File: src/rtl/if_stage_hs.sv
// Instruction-fetch stage with a req/ack handshake to variable-latency instruction memory.
// Handles stall, IF/ID flush and branch redirect, including while a fetch is still outstanding.
module if_stage_hs #(
    parameter int                     PC_WIDTH    = 32,
    parameter int                     INSTR_WIDTH = 32,
    parameter logic [PC_WIDTH-1:0]    RESET_PC    = '0,
    parameter int                     PC_STEP     = 4,
    parameter logic [INSTR_WIDTH-1:0] NOP_INSTR   = '0
) (
    input  logic                   clk_in,
    input  logic                   n_rst_in,
    input  logic [PC_WIDTH-1:0]    pc_branch_in,
    input  logic                   ctrl_pc_src_in,
    input  logic                   stall_in,
    input  logic                   flush_in,
    output logic                   imem_req_out,
    output logic [PC_WIDTH-1:0]    imem_addr_out,
    input  logic                   imem_ack_in,
    input  logic [INSTR_WIDTH-1:0] imem_rdata_in,
    output logic [PC_WIDTH-1:0]    IFID_pc_out,
    output logic [INSTR_WIDTH-1:0] IFID_ir_out,
    output logic                   IFID_valid_out
);

    localparam logic [PC_WIDTH-1:0] STEP = PC_WIDTH'(PC_STEP);

    typedef enum logic [1:0] {
        FETCH = 2'd0,
        DRAIN = 2'd1,
        HOLD  = 2'd2
    } state_t;

    state_t                 state, state_d;
    logic [PC_WIDTH-1:0]    pc_q, pc_d;
    logic [PC_WIDTH-1:0]    redir_pc, redir_pc_d;
    logic [INSTR_WIDTH-1:0] hold_ir, hold_ir_d;

    logic                   avail;
    logic                   consume;
    logic [INSTR_WIDTH-1:0] word;
    logic [PC_WIDTH-1:0]    pc_next_seq;

    logic                   ifid_valid_p1;
    logic [INSTR_WIDTH-1:0] ifid_ir_p1;
    logic [PC_WIDTH-1:0]    ifid_pc_p1;

    function automatic logic [PC_WIDTH-1:0] pc_inc(input logic [PC_WIDTH-1:0] pc);
        return pc + STEP;
    endfunction

    assign imem_req_out  = n_rst_in && (state != HOLD);
    assign imem_addr_out = pc_q;
    assign pc_next_seq   = pc_inc(pc_q);

    always_comb begin
        avail   = ((state == FETCH) && imem_ack_in) || (state == HOLD);
        word    = (state == HOLD) ? hold_ir : imem_rdata_in;
        consume = avail && !stall_in && !flush_in && !ctrl_pc_src_in;
    end

    // Next-state: redirect, drain completion, consume, buffer, stay
    always_comb begin
        state_d    = state;
        pc_d       = pc_q;
        redir_pc_d = redir_pc;
        hold_ir_d  = hold_ir;
        if (ctrl_pc_src_in) begin
            if ((state != HOLD) && !imem_ack_in) begin
                // Request still open: its address must stay put, so remember the target
                state_d    = DRAIN;
                redir_pc_d = pc_branch_in;
            end else begin
                state_d = FETCH;
                pc_d    = pc_branch_in;
            end
        end else if ((state == DRAIN) && imem_ack_in) begin
            state_d = FETCH;
            pc_d    = redir_pc;
        end else if (consume) begin
            state_d = FETCH;
            pc_d    = pc_next_seq;
        end else if (avail) begin
            state_d = HOLD;
            if (state == FETCH) begin
                hold_ir_d = imem_rdata_in;
            end
        end
    end

    always_ff @(posedge clk_in or negedge n_rst_in) begin
        if (!n_rst_in) begin
            state    <= FETCH;
            pc_q     <= RESET_PC;
            redir_pc <= RESET_PC;
            hold_ir  <= NOP_INSTR;
        end else begin
            state    <= state_d;
            pc_q     <= pc_d;
            redir_pc <= redir_pc_d;
            hold_ir  <= hold_ir_d;
        end
    end

    // IF/ID register: flush beats stall, stall holds, otherwise load or bubble
    always_ff @(posedge clk_in or negedge n_rst_in) begin
        if (!n_rst_in) begin
            ifid_valid_p1 <= 1'b0;
            ifid_ir_p1    <= NOP_INSTR;
            ifid_pc_p1    <= '0;
        end else if (flush_in) begin
            ifid_valid_p1 <= 1'b0;
            ifid_ir_p1    <= NOP_INSTR;
            ifid_pc_p1    <= '0;
        end else if (stall_in) begin
            ifid_valid_p1 <= ifid_valid_p1;
            ifid_ir_p1    <= ifid_ir_p1;
            ifid_pc_p1    <= ifid_pc_p1;
        end else if (consume) begin
            ifid_valid_p1 <= 1'b1;
            ifid_ir_p1    <= word;
            ifid_pc_p1    <= pc_next_seq;
        end else begin
            ifid_valid_p1 <= 1'b0;
            ifid_ir_p1    <= NOP_INSTR;
            ifid_pc_p1    <= '0;
        end
    end

    assign IFID_valid_out = ifid_valid_p1;
    assign IFID_ir_out    = ifid_ir_p1;
    assign IFID_pc_out    = ifid_pc_p1;

endmodule
File: config.mk
export PLATFORM = sky130hd
export DESIGN_NAME = if_stage_hs
export DESIGN_NICKNAME = d
export VERILOG_FILES = /design/src/rtl/if_stage_hs.sv
export SDC_FILE = /design/constraint.sdc
export NUM_CORES = 1
export LEC_CHECK = 0
export ABC_AREA = 1
export BUFFER_PORTS_ARGS = -buffer_cell sky130_fd_sc_hd__buf_2
export CELL_PAD_IN_SITES_DETAIL_PLACEMENT = 1
export CELL_PAD_IN_SITES_GLOBAL_PLACEMENT = 1
export CORE_ASPECT_RATIO = 0.5
export CORE_MARGIN = 2
export CORE_UTILIZATION = 30
export CTS_BUF_LIST = sky130_fd_sc_hd__clkbuf_4
export DETAILED_ROUTE_END_ITERATION = 7
export HOLD_SLACK_MARGIN = 0.1
export PLACE_DENSITY_LB_ADDON = 0.1
export RECOVER_POWER = 100
export SLEW_MARGIN = 20
export SYNTH_ARGS = -nofsm -noshare
export SYNTH_HDL_FRONTEND = slang
export SYNTH_SLANG_ARGS = --single-unit
File: constraint.sdc
create_clock -name clk_in -period 1.55 [get_ports clk_in]
set_input_delay 0.0775 -clock clk_in [delete_from_list [all_inputs] [get_ports clk_in]]
set_output_delay 0.0775 -clock clk_in [all_outputs]
set_load 0.01 [all_outputs]
# Word-level counts from Yosys, hierarchy flattened
# Cells that the tools add are included.
[classes]
addsub = 1
eq_ne = 5
n_mux = 19
n_bitwise = 3
n_reduce_logical = 18
[ops]
columns = ["cell", "n"]
rows = [
  ["$mux W32", 11],
  ["$add A32 B3 Y32 const B", 1],
  ["$mux W2", 4],
  ["$logic_and A1 B1 Y1", 7],
  ["$reduce_and A5 Y1", 1],
  ["$logic_not A1 Y1", 4],
  ["$mux W1", 4],
  ["$ne A2 B2 Y1 const B", 2],
  ["$reduce_and A2 Y1", 2],
  ["$reduce_bool A4 Y1", 1],
  ["$not A1 Y1", 3],
  ["$reduce_bool A3 Y1", 1],
  ["$eq A2 B1 Y1 const B", 1],
  ["$eq A2 B2 Y1 const B", 1],
  ["$logic_not A2 Y1", 1],
  ["$ne A2 B1 Y1 const B", 1],
  ["$logic_or A1 B1 Y1", 1],
]
[totals]
reg_bits = 163
in_bits = 70
output_inout_bits = 98
word_cells = 53

# Depth between registers and ports, before layout
[logic_depth]
word_depth = 9
depth_mapped = 10
mapped_depth_nobuf = 10

# Least setup slack after synthesis
# Ideal clock, no wire load.
[synth_path]
path_kind = "register -> register"
startpoint = "register pc_q[2], in the netlist imem_addr_out[2]"
endpoint = "register pc_q[30], in the netlist imem_addr_out[30]"
setup_time_ps = 116
t_arrival_ps = 1380
t_required_ps = 1434
slack_ps = 53
path_stages_with_launch = 11
path_buffers = 0
synth_period_minus_slack_ps = 1497
cell_sequence = "dfrtp_1 -> ha_1 -> nand2_1 -> nor2_1 -> nand2_1 -> nor2_1 -> nand2_1 -> nand2_1 -> nand3_1 -> nand2_1 -> nand2_1"
[synth_between]
elab_chain_len = 4
[synth_lines]
columns = ["element", "line", "rtl"]
rows = [
  ["from (decl)", "34", "logic [PC_WIDTH-1:0] pc_q, pc_d;"],
  ["from (signal assigned)", "98", "pc_q <= pc_d;"],
  ["$add A32 B3 Y32", "48", "return pc + STEP;"],
  ["$mux W32", "79", "end else if (consume) begin"],
  ["$mux W32", "76", "end else if ((state == DRAIN) && imem_ack_in) begin"],
  ["$mux W32", "67", "if (ctrl_pc_src_in) begin"],
]
# No other way between the ends. The select of a mux whose other input is x is not followed.
# A chain may end at the register's enable or synchronous reset.

# Final worst setup path
[layout_path]
startpoint = "register state[0]"
endpoint = "register ifid_pc_p1[7], in the netlist IFID_pc_out[7]"
[layout_between]
elab_chain_len = 9
word_cells_on_any_way = 10
classes_between = "eq/ne (1); mux (3); reduce/logical (6)"
[layout_lines]
columns = ["element", "line", "rtl"]
rows = [
  ["from (decl)", "33", "state_t state, state_d;"],
  ["from (signal assigned)", "97", "state <= state_d;"],
  ["$logic_not A2 Y1", "56", "avail = ((state == FETCH) && imem_ack_in) || (state == HOLD);"],
  ["$logic_and A1 B1 Y1", "56", ""],
  ["$logic_or A1 B1 Y1 *", "56", ""],
  ["$logic_and A1 B1 Y1 * (3 in series)", "58", "consume = avail && !stall_in && !flush_in && !ctrl_pc_src_in;"],
  ["$mux W32 *", "118", "end else if (consume) begin"],
  ["$mux W32 *", "114", "end else if (stall_in) begin"],
  ["$mux W32 *", "110", "end else if (flush_in) begin"],
  ["to (signal assigned)", "117", "ifid_pc_p1 <= ifid_pc_p1;"],
  ["to (signal assigned)", "121", "ifid_pc_p1 <= pc_next_seq;"],
  ["to (decl)", "45", "logic [PC_WIDTH-1:0] ifid_pc_p1;"],
]
# Every way passes the cells marked *; elsewhere a longest branch is shown, timed or not. The select of a mux whose other input is x is not followed.

==> summary.md <==
| Metric | Value |
|---|---|
| R2R Setup Slk | `-0.24 ns` |
| Drt total wl | `~33000 um` |
| PwrDens | `a little over 1000 mW/mm2` |
| Final Util | `51.1%` |
| Final net count | `1461` |
| Minimum clock period | `1.79 ns` |
| Netlist cell types | `31` |
| MaxCap Viol Count | `0` |
| Ports | `between 150 and 200` |
| CP Max Fanout | `7` |
| Met2 wire length | `16600 um` |
| Worst rel slew slack | `37.1%` |
| Crit path to | `IFID_pc_out[7]$_DFFE_PN0P_` |
| Starting Density | `31.0%` |
| Share of cells above drive strength 1 | `38.7%` |
| Syn_area_per_cell | `7.77 um2` |
| Post-synthesis cell area | `0.00792 mm2` |
| TritonCTS Buffers | `17` |
| Commonest non-fill, non-tap cell in the layout | `nand2_1` |
| Die extent in x | `234 um` |
| CTS sink cnt | `around 160` |
| Setup tns final | `-20.05 ns` |
| Main flop type after synthesis | `dfrtp_1` |
| # DRC | `0` |
| Required @ worst endpoint | `2.14 ns` |
| Area used by multi-input combinational logic | `between 0.004 and 0.005 mm2` |
| Startpoint Class | `flop` |
| Period utilisation layout | `115%` |
| Overflow after GRT | `0` |
| Overall routing resource usage | `22.6%` |
| Worst setup EP type | `flop` |
| Yosys reg bits | `around 160` |
| R2R Path End | `IFID_pc_out[7]$_DFFE_PN0P_` |
| RR Startpoint | `state[0]$_DFFE_PN0P_` |
| Area contributors post-synth | `dfrtp_1, nand2_1, o21ai_0, inv_1, nor2_1` |
| Syn. warnings | `0` |
| H-tree depth | `4` |
| Most frequent cells in the layout | `nand2_1, dfrtp_1, buf_2` |
| Seq. cell area | `0.00408 mm2` |
| DR vias | `8352` |
| RSZ-0062 raised after global routing | `yes` |
| Failing checks | `setup timing` |
| Pleak | `about 6.4 nW` |
| Initial DRC count | `between 300 and 400` |
| Worst vdd ir | `430 uV` |
| Post-synth EDFFs | `0` |
| Final setup fails | `160` |
| Crit Path Category | `reg -> reg` |
| Initial antenna violation count | `0` |
| Die height | `119 um` |
| Worst slack, placed | `-0.131 ns` |
| Met3 wire len | `1220 um` |
| # fillers | `3026` |
| Vias in the first global route | `approximately 8700` |
| CTS Buffer Depth | `2` |
| Post-synth top area share | `51.5%` |
| Clock root buffer | `clkbuf_4` |
| I/O Buffers | `167` |
| Reg2reg path depth | `11` |
| Fin. max-slew vios | `0` |
| Min-Delay Path Class | `in -> reg` |
| Num rows | `between 40 and 50` |
| Syn Inst Count | `1019` |
| First-pass GRT wire length | `48200 um` |
| Wire length per cell | `18.7 um` |
| Crit. Startpoint | `state[0]$_DFFE_PN0P_` |
| Status | `finished with violations` |
| Synth async-reset ratio | `100%` |
| Synth Net Count | `1090` |
| Die ar. | `roughly 0.028 mm2` |
| Fmax | `0.560 GHz` |
| Top Metal Used | `met4` |
| Total core area | `between 0.02 and 0.03 mm2` |
| Overall Power | `13.4 mW` |
| TritonRoute pass-1 iters | `4` |
| Post-synthesis sequential area ratio | `51.5%` |
| Worst clock skew | `~0.017 ns` |
| CTS tree | `yes` |
| Final Hold Fails | `0` |
| DP HPWL | `19200 um` |
| CTS clk-pin slew, worst paths | `0.16 ns` |
| Via density per instance | `4.78` |
| Met1 wire length | `14400 um` |
| Routability Congestion | `0.824` |
| Antenna Violating Nets Remaining | `0` |
| Worst-margin pin slew | `0.943 ns` |
| Worst Path Arrival | `2.38 ns` |
| Largest net degree at the start of global routing | `106` |
| Setup ws final | `-0.237 ns` |
| Area delta synth->final | `64.8%` |
| Worst-Skew Late Latency | `0.64 ns` |
| Area leader, netlist | `dfrtp_1` |
state kept, by name (all words and copies together), names as in the netlist:
| signal | count |
|---|---|
| state | 2 |
| hold_ir | 32 |
| IFID_ir_out | 32 |
| imem_addr_out | 32 |
| redir_pc | 32 |
| IFID_pc_out | 32 |
| IFID_valid_out | 1 |
metal layers:
layer | track usage, % | vias to the layer above
li1 | - | 3994
met1 | 30.2 | 4192
met2 | 37.9 | 132
met3 | 3.83 | 34
met4 | 6.05 | 0
met5 | 0 | -
kinds of logic after synthesis:
group	synth area share, %
fa+ha+maj	0.158
flops	51.5
compound gates	10.8
mux	2.28
buf+inv	7.32
simple gates	27.6
xor+xnor	0.332
synth_stat cells (3+ instances only):
cell	n
a21oi_1	14
a22o_1	3
buf_2	22
buf_4	4
clkbuf_1	15
dfrtp_1	163
inv_1	90
inv_2	6
mux2_2	16
nand2_1	383
nand3_1	48
nand3_4	4
nor2_1	90
nor2_4	3
o21ai_0	79
o21ai_1	37
o22ai_1	24
layout make-up:
cell class | count | area share [%]
multi-input combinational | 718 | 34.0
sequential | 163 | 31.3
timing repair buffer | 394 | 26.1
tap | 344 | 3.30
inverter | 96 | 3.06
clock inverter | 14 | 1.23
clock buffer | 18 | 1.04
antenna | 1 | 0.0192
through the flow:
step	std cells	hold slack, ns	instance area (um2)
after floorplan	1019	-0.218	7920
after global placement	1571	-0.122	9770
after detailed placement	1571	-0.122	9770
after CTS	1710	0.111	11600
after global routing	1747	0.186	13000
final	1748	0.221	13000
how the worst min path moves through the flow:
stage,depth (start not counted),slack [ns],to,start
global route,3,0.19,redir_pc[5]$_DFFE_PN0P_,pc_branch_in[5]
global placement,1,-0.12,IFID_ir_out[10]$_DFFE_PN0P_,n_rst_in
CTS,7,0.11,state[1]$_DFFE_PN0P_,stall_in
finish,3,0.22,redir_pc[5]$_DFFE_PN0P_,pc_branch_in[5]
detailed placement,1,-0.12,IFID_ir_out[10]$_DFFE_PN0P_,n_rst_in
floorplan,0,-0.22,IFID_ir_out[0]$_DFFE_PN0P_,n_rst_in
worst max-delay path, stage by stage, from the launching register on:
cell and delay (ns):
dfrtp_1 0.44, inv_2 0.11, nand2_4 0.07, buf_6 0.13, nand2_4 0.06, nand3_4 0.09
buf_6 0.14, nor2_4 0.19, buf_6 0.16, clkbuf_16 0.20, nand3_2 0.08, nand2_1 0.06
report_power, final:
group | leakage [nW] | switching, mW | total (mW) | internal [mW]
Sequential | 2.07 | 0.582 | 5.55 | 4.96
Clock | 0.163 | 1.73 | 2.87 | 1.13
Combinational | 4.18 | 2.67 | 5.01 | 2.33
timing repair:
item / in CTS / in global routing
hold endpoints to repair: 326 / 0
endpoints found under the setup margin: 115 / 164
buffers inserted: 22 / 37
gates resized for setup: 72 / 351
pin swaps: 5 / 90
cloned: 14 / 10
hold buffers: 71 / 0
No activity file was read; power rests on OpenSTA's default activity.
